$ cat src/rtl/fft_bfly_mem_sequencer.sv
// Radix-2 DIT in-place FFT sequencer. It generates the read addresses for the
// data RAM and the twiddle ROM, registers the butterfly operands and twiddle,
// and writes the butterfly results back to the RAM addresses they were read from.
// The RAM holds the input in bit-reversed order. One butterfly is issued per cycle.
// Optional feature: define FFT_SEQ_CYCLE_CNT_EN to add o_cycle_cnt, a saturating
// count of the cycles spent busy.
module fft_bfly_mem_sequencer #(
  parameter int MAX_LOG2N = 10,
  parameter int DATA_W    = 32,
  parameter int ADDR_W    = 10
) (
  input  logic                   i_clk,
  input  logic                   i_rst_n,
  input  logic                   i_start,
  input  logic [3:0]             i_log2n,
  output logic                   o_busy,
  output logic                   o_done,
  output logic                   o_err,
  output logic                   o_rd_en,
  output logic [ADDR_W-1:0]      o_rd_addr_1,
  output logic [ADDR_W-1:0]      o_rd_addr_2,
  input  logic [DATA_W-1:0]      i_rd_data_1,
  input  logic [DATA_W-1:0]      i_rd_data_2,
  output logic [MAX_LOG2N-2:0]   o_tw_addr,
  input  logic [DATA_W-1:0]      i_tw_data,
  output logic                   o_bf_di_valid,
  output logic                   o_bf_w_valid,
  output logic [DATA_W-1:0]      o_bf_di_1,
  output logic [DATA_W-1:0]      o_bf_di_2,
  output logic [DATA_W-1:0]      o_bf_w,
  input  logic                   i_bf_do_valid,
  input  logic [DATA_W-1:0]      i_bf_do_1,
  input  logic [DATA_W-1:0]      i_bf_do_2,
  output logic                   o_wr_en,
  output logic [ADDR_W-1:0]      o_wr_addr_1,
  output logic [ADDR_W-1:0]      o_wr_addr_2,
  output logic [DATA_W-1:0]      o_wr_data_1,
  output logic [DATA_W-1:0]      o_wr_data_2
`ifdef FFT_SEQ_CYCLE_CNT_EN
  ,
  output logic [15:0]            o_cycle_cnt
`endif
);

  localparam int TW_W = MAX_LOG2N - 1;
  localparam int KW   = MAX_LOG2N - 1;

  typedef enum logic [1:0] {IDLE, RUN, DRAIN, DONE} state_t;

  state_t          state_q, state_d;
  logic [3:0]      log2n_q, log2n_d;
  logic [3:0]      s_q, s_d;
  logic [KW-1:0]   k_q, k_d;
  logic [1:0]      dcnt_q, dcnt_d;
  logic            err_d;
  logic            start_ok;
  logic            last_k, last_s;
  logic [KW:0]     half;
  logic [ADDR_W-1:0] k_ext, h, j, g, addr1, addr2;
  logic [TW_W-1:0] tw;
  logic [ADDR_W-1:0] addr1_p1, addr2_p1, addr1_p2, addr2_p2;
  logic            vld_p1;

  // Butterfly index decomposition for the current stage and k, plus end-of-loop flags
  always_comb begin
    k_ext    = ADDR_W'(k_q);
    h        = ADDR_W'(1) << s_q;
    j        = k_ext & (h - ADDR_W'(1));
    g        = k_ext >> s_q;
    addr1    = (g << (s_q + 4'd1)) | j;
    addr2    = addr1 + h;
    tw       = TW_W'(j << (4'(TW_W) - s_q));
    half     = (KW+1)'(1) << (log2n_q - 4'd1);
    last_k   = (({1'b0, k_q} + 1'b1) == half);
    last_s   = (s_q == (log2n_q - 4'd1));
    start_ok = (i_log2n != 4'd0) && (i_log2n <= 4'(MAX_LOG2N));
  end

  // Control state register
  always_ff @(posedge i_clk or negedge i_rst_n) begin
    if (!i_rst_n) begin
      state_q <= IDLE;
      log2n_q <= '0;
      s_q     <= '0;
      k_q     <= '0;
      dcnt_q  <= '0;
    end else begin
      state_q <= state_d;
      log2n_q <= log2n_d;
      s_q     <= s_d;
      k_q     <= k_d;
      dcnt_q  <= dcnt_d;
    end
  end

  // Next-state logic: run all k of a stage, wait 3 cycles so the last write lands, then continue
  always_comb begin
    state_d = state_q;
    log2n_d = log2n_q;
    s_d     = s_q;
    k_d     = k_q;
    dcnt_d  = dcnt_q;
    err_d   = 1'b0;
    case (state_q)
      IDLE: begin
        if (i_start) begin
          if (start_ok) begin
            state_d = RUN;
            log2n_d = i_log2n;
            s_d     = '0;
            k_d     = '0;
          end else begin
            err_d = 1'b1;
          end
        end
      end
      RUN: begin
        if (last_k) begin
          state_d = DRAIN;
          k_d     = '0;
          dcnt_d  = '0;
        end else begin
          k_d = k_q + 1'b1;
        end
      end
      DRAIN: begin
        if (dcnt_q == 2'd2) begin
          if (last_s) begin
            state_d = DONE;
          end else begin
            state_d = RUN;
            s_d     = s_q + 4'd1;
          end
        end else begin
          dcnt_d = dcnt_q + 2'd1;
        end
      end
      DONE:    state_d = IDLE;
      default: state_d = IDLE;
    endcase
  end

  // Read issue -> RAM latency -> butterfly operand registers -> write-back registers
  always_ff @(posedge i_clk or negedge i_rst_n) begin
    if (!i_rst_n) begin
      o_rd_en       <= 1'b0;
      o_rd_addr_1   <= '0;
      o_rd_addr_2   <= '0;
      o_tw_addr     <= '0;
      vld_p1        <= 1'b0;
      addr1_p1      <= '0;
      addr2_p1      <= '0;
      o_bf_di_valid <= 1'b0;
      o_bf_w_valid  <= 1'b0;
      o_bf_di_1     <= '0;
      o_bf_di_2     <= '0;
      o_bf_w        <= '0;
      addr1_p2      <= '0;
      addr2_p2      <= '0;
      o_wr_en       <= 1'b0;
      o_wr_addr_1   <= '0;
      o_wr_addr_2   <= '0;
      o_wr_data_1   <= '0;
      o_wr_data_2   <= '0;
      o_busy        <= 1'b0;
      o_done        <= 1'b0;
      o_err         <= 1'b0;
    end else begin
      o_rd_en <= (state_q == RUN);
      if (state_q == RUN) begin
        o_rd_addr_1 <= addr1;
        o_rd_addr_2 <= addr2;
        o_tw_addr   <= tw;
      end
      vld_p1        <= o_rd_en;
      addr1_p1      <= o_rd_addr_1;
      addr2_p1      <= o_rd_addr_2;
      o_bf_di_valid <= vld_p1;
      o_bf_w_valid  <= vld_p1;
      o_bf_di_1     <= i_rd_data_1;
      o_bf_di_2     <= i_rd_data_2;
      o_bf_w        <= i_tw_data;
      addr1_p2      <= addr1_p1;
      addr2_p2      <= addr2_p1;
      o_wr_en       <= o_bf_di_valid && i_bf_do_valid;
      o_wr_addr_1   <= addr1_p2;
      o_wr_addr_2   <= addr2_p2;
      o_wr_data_1   <= i_bf_do_1;
      o_wr_data_2   <= i_bf_do_2;
      o_busy        <= (state_d != IDLE);
      o_done        <= (state_q == DONE);
      o_err         <= err_d;
    end
  end

`ifdef FFT_SEQ_CYCLE_CNT_EN
  // Busy-cycle counter: cleared on accepted start, saturating, holds after completion
  always_ff @(posedge i_clk or negedge i_rst_n) begin
    if (!i_rst_n) begin
      o_cycle_cnt <= '0;
    end else if ((state_q == IDLE) && i_start && start_ok) begin
      o_cycle_cnt <= '0;
    end else if (o_busy && (o_cycle_cnt != 16'hFFFF)) begin
      o_cycle_cnt <= o_cycle_cnt + 16'd1;
    end
  end
`endif

endmodule

$ cat config.mk
export PLATFORM = sky130hd
export DESIGN_NAME = fft_bfly_mem_sequencer
export DESIGN_NICKNAME = d
export VERILOG_FILES = /design/src/rtl/fft_bfly_mem_sequencer.sv
export SDC_FILE = /design/constraint.sdc
export NUM_CORES = 1
export LEC_CHECK = 0
export BUFFER_PORTS_ARGS = -buffer_cell sky130_fd_sc_hd__buf_2
export CORE_MARGIN = 3
export CORE_UTILIZATION = 35
export CTS_CLUSTER_DIAMETER = 40
export DETAILED_ROUTE_END_ITERATION = 16
export SETUP_SLACK_MARGIN = 0.2
export SLEW_MARGIN = 40
export SYNTH_ARGS = -nofsm -noshare
export SYNTH_HDL_FRONTEND = slang
export SYNTH_SLANG_ARGS = --single-unit
$ cat constraint.sdc
create_clock -name i_clk -period 10 [get_ports i_clk]
set_input_delay 1 -clock i_clk [delete_from_list [all_inputs] [get_ports i_clk]]
set_output_delay 1 -clock i_clk [all_outputs]
set_load 0.01 [all_outputs]
==> metrics.md <==
| Metric | Value |
|---|---|
| Finished Cell Area | `13,700 µm²` |
| Nets | `1,362` |
| Pint | `2.00 mW` |
| R2R depth | `14` |
| Flop pwr share | `45.3%` |
| Final Hold Vio Count | `0` |
| Worst Clk Skew | `16.7 ps` |
| Die H | `176 µm` |
| Pleak | `6.84 nW` |
| Final worst slack | `5060 ps` |
| Cell area power density | `188 nW/µm²` |
| Startpoint Class | `flop` |
| RSZ-0062 raised after global routing | `no` |
| Fillcell total | `2,591` |
| CP Max Fanout | `35` |
| Worst EP required | `10,370 ps` |
| CTS tree | `yes` |
| Hold bufs inserted after CTS | `0` |
| Mean Syn Cell Area | `13.1 µm²` |
| Switching Share | `22.2%` |
| Max-cap violations | `0` |
| # Post-CTS Setup Buffers | `0` |
| Synth warn | `0` |
| Final setup vio count | `0` |
| Clk pwr share | `50.0%` |
| Clk sink count | `277` |
| Total routed wirelength | `31.8 mm` |
| Worst-skew pair later-pin latency | `500 ps` |
| Drt pass-1 iters | `5` |
| Syn nets | `965` |
| Overflow after GRT | `0` |
| FFs w/ async S/R, synth | `100%` |
| Worst IR Drop VDD | `102 µV` |
| Comb power frac | `4.7%` |
| Post-synthesis sequential area ratio | `68.8%` |
| Final worst path period share | `49.4%` |
| Yosys reg bits | `277` |
| Most used DFF post-synth | `dfrtp_1` |
| Die Wd | `176 µm` |
| RR Endpoint | `o_rd_addr_2[9]$_DFFE_PN0P_` |
| Core area | `28,100 µm²` |
| Number of vias per cell | `4.84` |
| Num CTS Buffers | `37` |
| Least-Margin Pin Slew | `779 ps` |
| Number of global-route vias before repair | `7,492` |
| Global-route wire length before repair | `46.5 mm` |
| Netlist cell types | `76` |
| Clock transition at path regs | `60 ps` |
| Post-synth EDFFs | `0` |
| Ratio of cells with drive above 1 in the final layout | `40.4%` |
| Min-delay worst type | `input pin to asynchronous set/reset pin` |
| Final setup TNS | `0 ps` |
| WL/cell | `20.2 µm` |
| Final Critical Period | `4940 ps` |
| Gr usage total | `19.9%` |
| Crit path arrival time | `5310 ps` |
| Row cnt | `61` |
| Post-Layout Cell Count | `1,572` |
| Antenna viol nets, final | `0` |
| DR vias | `7,614` |
| Status | `completed` |
| Hold slack | `265 ps` |
| H-Tree Depth | `2` |
| Detailed placement HPWL | `24.2 mm` |
| CP Capture Type | `flop` |
| Slew margin rel. | `48.1%` |
| CTS resizes | `0` |
| Antenna violations before repair | `2` |
| Post-synthesis cell count | `772` |
| 1st-iter DRT viols | `491` |
| Port Buffers | `383` |
| NetSw | `0.571 mW` |
| Root buffer cell | `clkbuf_16` |
| Final Max Slew Viols | `0` |
| Area after DPL | `12,400 µm²` |
| Reg2Reg Setup Slack | `5060 ps` |
| Cells after DPL | `1,507` |
| Initial Util | `35.9%` |
| FMAX | `202 MHz` |
| WS Path Type | `flop to flop` |
| Routability Congestion | `0.894` |
| Synthesized area | `10,100 µm²` |
| DIE AREA | `30,900 µm²` |
| Placement Setup Slack | `5170 ps` |
| Io pins | `384` |
| Critical R2R Launch | `s_q[0]$_DFFE_PN0P_` |
| Largest net degree at the start of global routing | `159` |
| Max Root-Sink Buffers | `3` |
| Total power | `2.57 mW` |
| DRC errors left | `0` |
| Synth-to-Final Area Change | `35.8%` |
| Final core occ | `48.7%` |
[cells in the final DEF, fill, tap and decap left out, types with 3 or more instances in the layout]
master | synthesis | layout
nor2b_1 | 10 | 10
nand2_1 | 83 | 83
nor4_1 | 6 | 6
nand4_1 | 6 | 6
or3_1 | 7 | 7
clkbuf_8 | 0 | 5
o211ai_1 | 7 | 7
xor2_1 | 11 | 11
a32oi_1 | 4 | 4
nor2_1 | 38 | 38
nor3b_1 | 6 | 6
and3_1 | 6 | 6
ha_1 | 24 | 24
clkinv_2 | 0 | 4
and2_1 | 4 | 4
buf_4 | 2 | 4
a21oi_2 | 3 | 3
inv_1 | 25 | 25
buf_16 | 0 | 3
clkinv_4 | 0 | 3
a31oi_1 | 11 | 11
nand3_1 | 23 | 23
a211oi_1 | 3 | 3
o31ai_1 | 6 | 6
a21oi_1 | 18 | 18
o21ai_0 | 43 | 43
xnor2_1 | 19 | 19
buf_2 | 14 | 382
a21o_1 | 3 | 3
nand2b_1 | 3 | 3
inv_6 | 0 | 7
dfrtp_1 | 277 | 277
clkbuf_16 | 0 | 38
a22oi_1 | 3 | 3
a22o_1 | 3 | 3
a221oi_1 | 3 | 3
mux2i_1 | 8 | 8
nor3_1 | 11 | 11
mux2_1 | 3 | 3
mux2_2 | 12 | 12
[per-layer routing]
metal  routed length (µm)  part of all wire [%]  vias up  global-route usage [%]
met5                    0                     0        -                       0
li1                     -                     -     3476                       -
met2                16200                    51      286                    34.6
met4                 1190                   3.8        0                    7.75
met1                12100                    38     3784                    24.0
met3                 2190                   6.9       68                    4.52
[synth_stat cells, types with 4 or more instances]
library cell / instances / share of area, %
a21oi_1: 18 / 0.89
a31oi_1: 11 / 0.68
a32oi_1: 4 / 0.35
and2_1: 4 / 0.25
and3_1: 6 / 0.37
buf_2: 14 / 0.70
clkbuf_1: 15 / 0.56
dfrtp_1: 277 / 69
ha_1: 24 / 3.0
inv_1: 25 / 0.93
mux2_2: 12 / 1.3
mux2i_1: 8 / 0.79
nand2_1: 83 / 3.1
nand3_1: 23 / 1.1
nand4_1: 6 / 0.37
nor2_1: 38 / 1.4
nor2b_1: 10 / 0.62
nor3_1: 11 / 0.55
nor3b_1: 6 / 0.45
nor4_1: 6 / 0.37
o211ai_1: 7 / 0.52
o21ai_0: 43 / 2.1
o31ai_1: 6 / 0.45
or3_1: 7 / 0.43
xnor2_1: 19 / 1.7
xor2_1: 11 / 0.96
[worst max-delay path, stage by stage (launching register included)]
cell,delay [ps]
dfrtp_1,320
buf_4,360
inv_1,330
ha_1,710
clkinv_1,380
mux2_2,370
mux2_2,260
o21ai_0,320
ha_1,340
a21oi_1,450
or2_2,210
o2111ai_1,150
a221oi_1,370
xnor2_1,160
o21ai_1,70
[layout make-up]
class	count	area [µm²]	share of cell area, %
Antenna cell	2	5.00	0.0366
Clock buffer	43	1020	7.45
Clock inverter	19	206	1.51
Inverter	27	101	0.741
Multi-Input combinational cell	435	2890	21.1
Sequential cell	277	6930	50.7
Tap cell	378	473	3.46
Timing Repair Buffer	391	2060	15.1
[sequential cells by signal, indices dropped and copies added, names as in the netlist, 32 cells and up]
register and count:
o_wr_data_2 32, o_wr_data_1 32, o_bf_w 32, o_bf_di_2 32, o_bf_di_1 32
[worst max path at each step]
| stage | startpoint | endpoint | slack, ps | cells after the start |
|---|---|---|---|---|
| after floorplan | s_q[0]$_DFFE_PN0P_ | o_rd_addr_2[8]$_DFFE_PN0P_ | 5720 | 18 |
| after global placement | s_q[0]$_DFFE_PN0P_ | o_rd_addr_2[9]$_DFFE_PN0P_ | 5260 | 14 |
| after detailed placement | s_q[0]$_DFFE_PN0P_ | o_rd_addr_2[9]$_DFFE_PN0P_ | 5170 | 14 |
| after CTS | s_q[0]$_DFFE_PN0P_ | o_rd_addr_2[9]$_DFFE_PN0P_ | 5140 | 14 |
| after global routing | s_q[0]$_DFFE_PN0P_ | o_rd_addr_2[9]$_DFFE_PN0P_ | 4790 | 14 |
| final | s_q[0]$_DFFE_PN0P_ | o_rd_addr_2[9]$_DFFE_PN0P_ | 5060 | 14 |
[cell families after synthesis]
family	synth area share [%]
AOI/OAI and AO/OA	9.48
and+or+nand+nor	10.0
DFF	68.8
muxes	3.06
xor gates and xnor gates	2.61
buffers and inverters	2.56
adders and majority gates	3.49
[power by group through the flow]
stage	Clock (mW)	Sequential, mW	Combinational [mW]
after detailed placement	0	1.18	0.123
after CTS	1.32	1.16	0.124
final	1.28	1.16	0.121
after global routing	1.37	1.16	0.131
after floorplan	0	1.20	0.000443
after global placement	0	1.18	0.119
(Power assumes the default switching activity.)
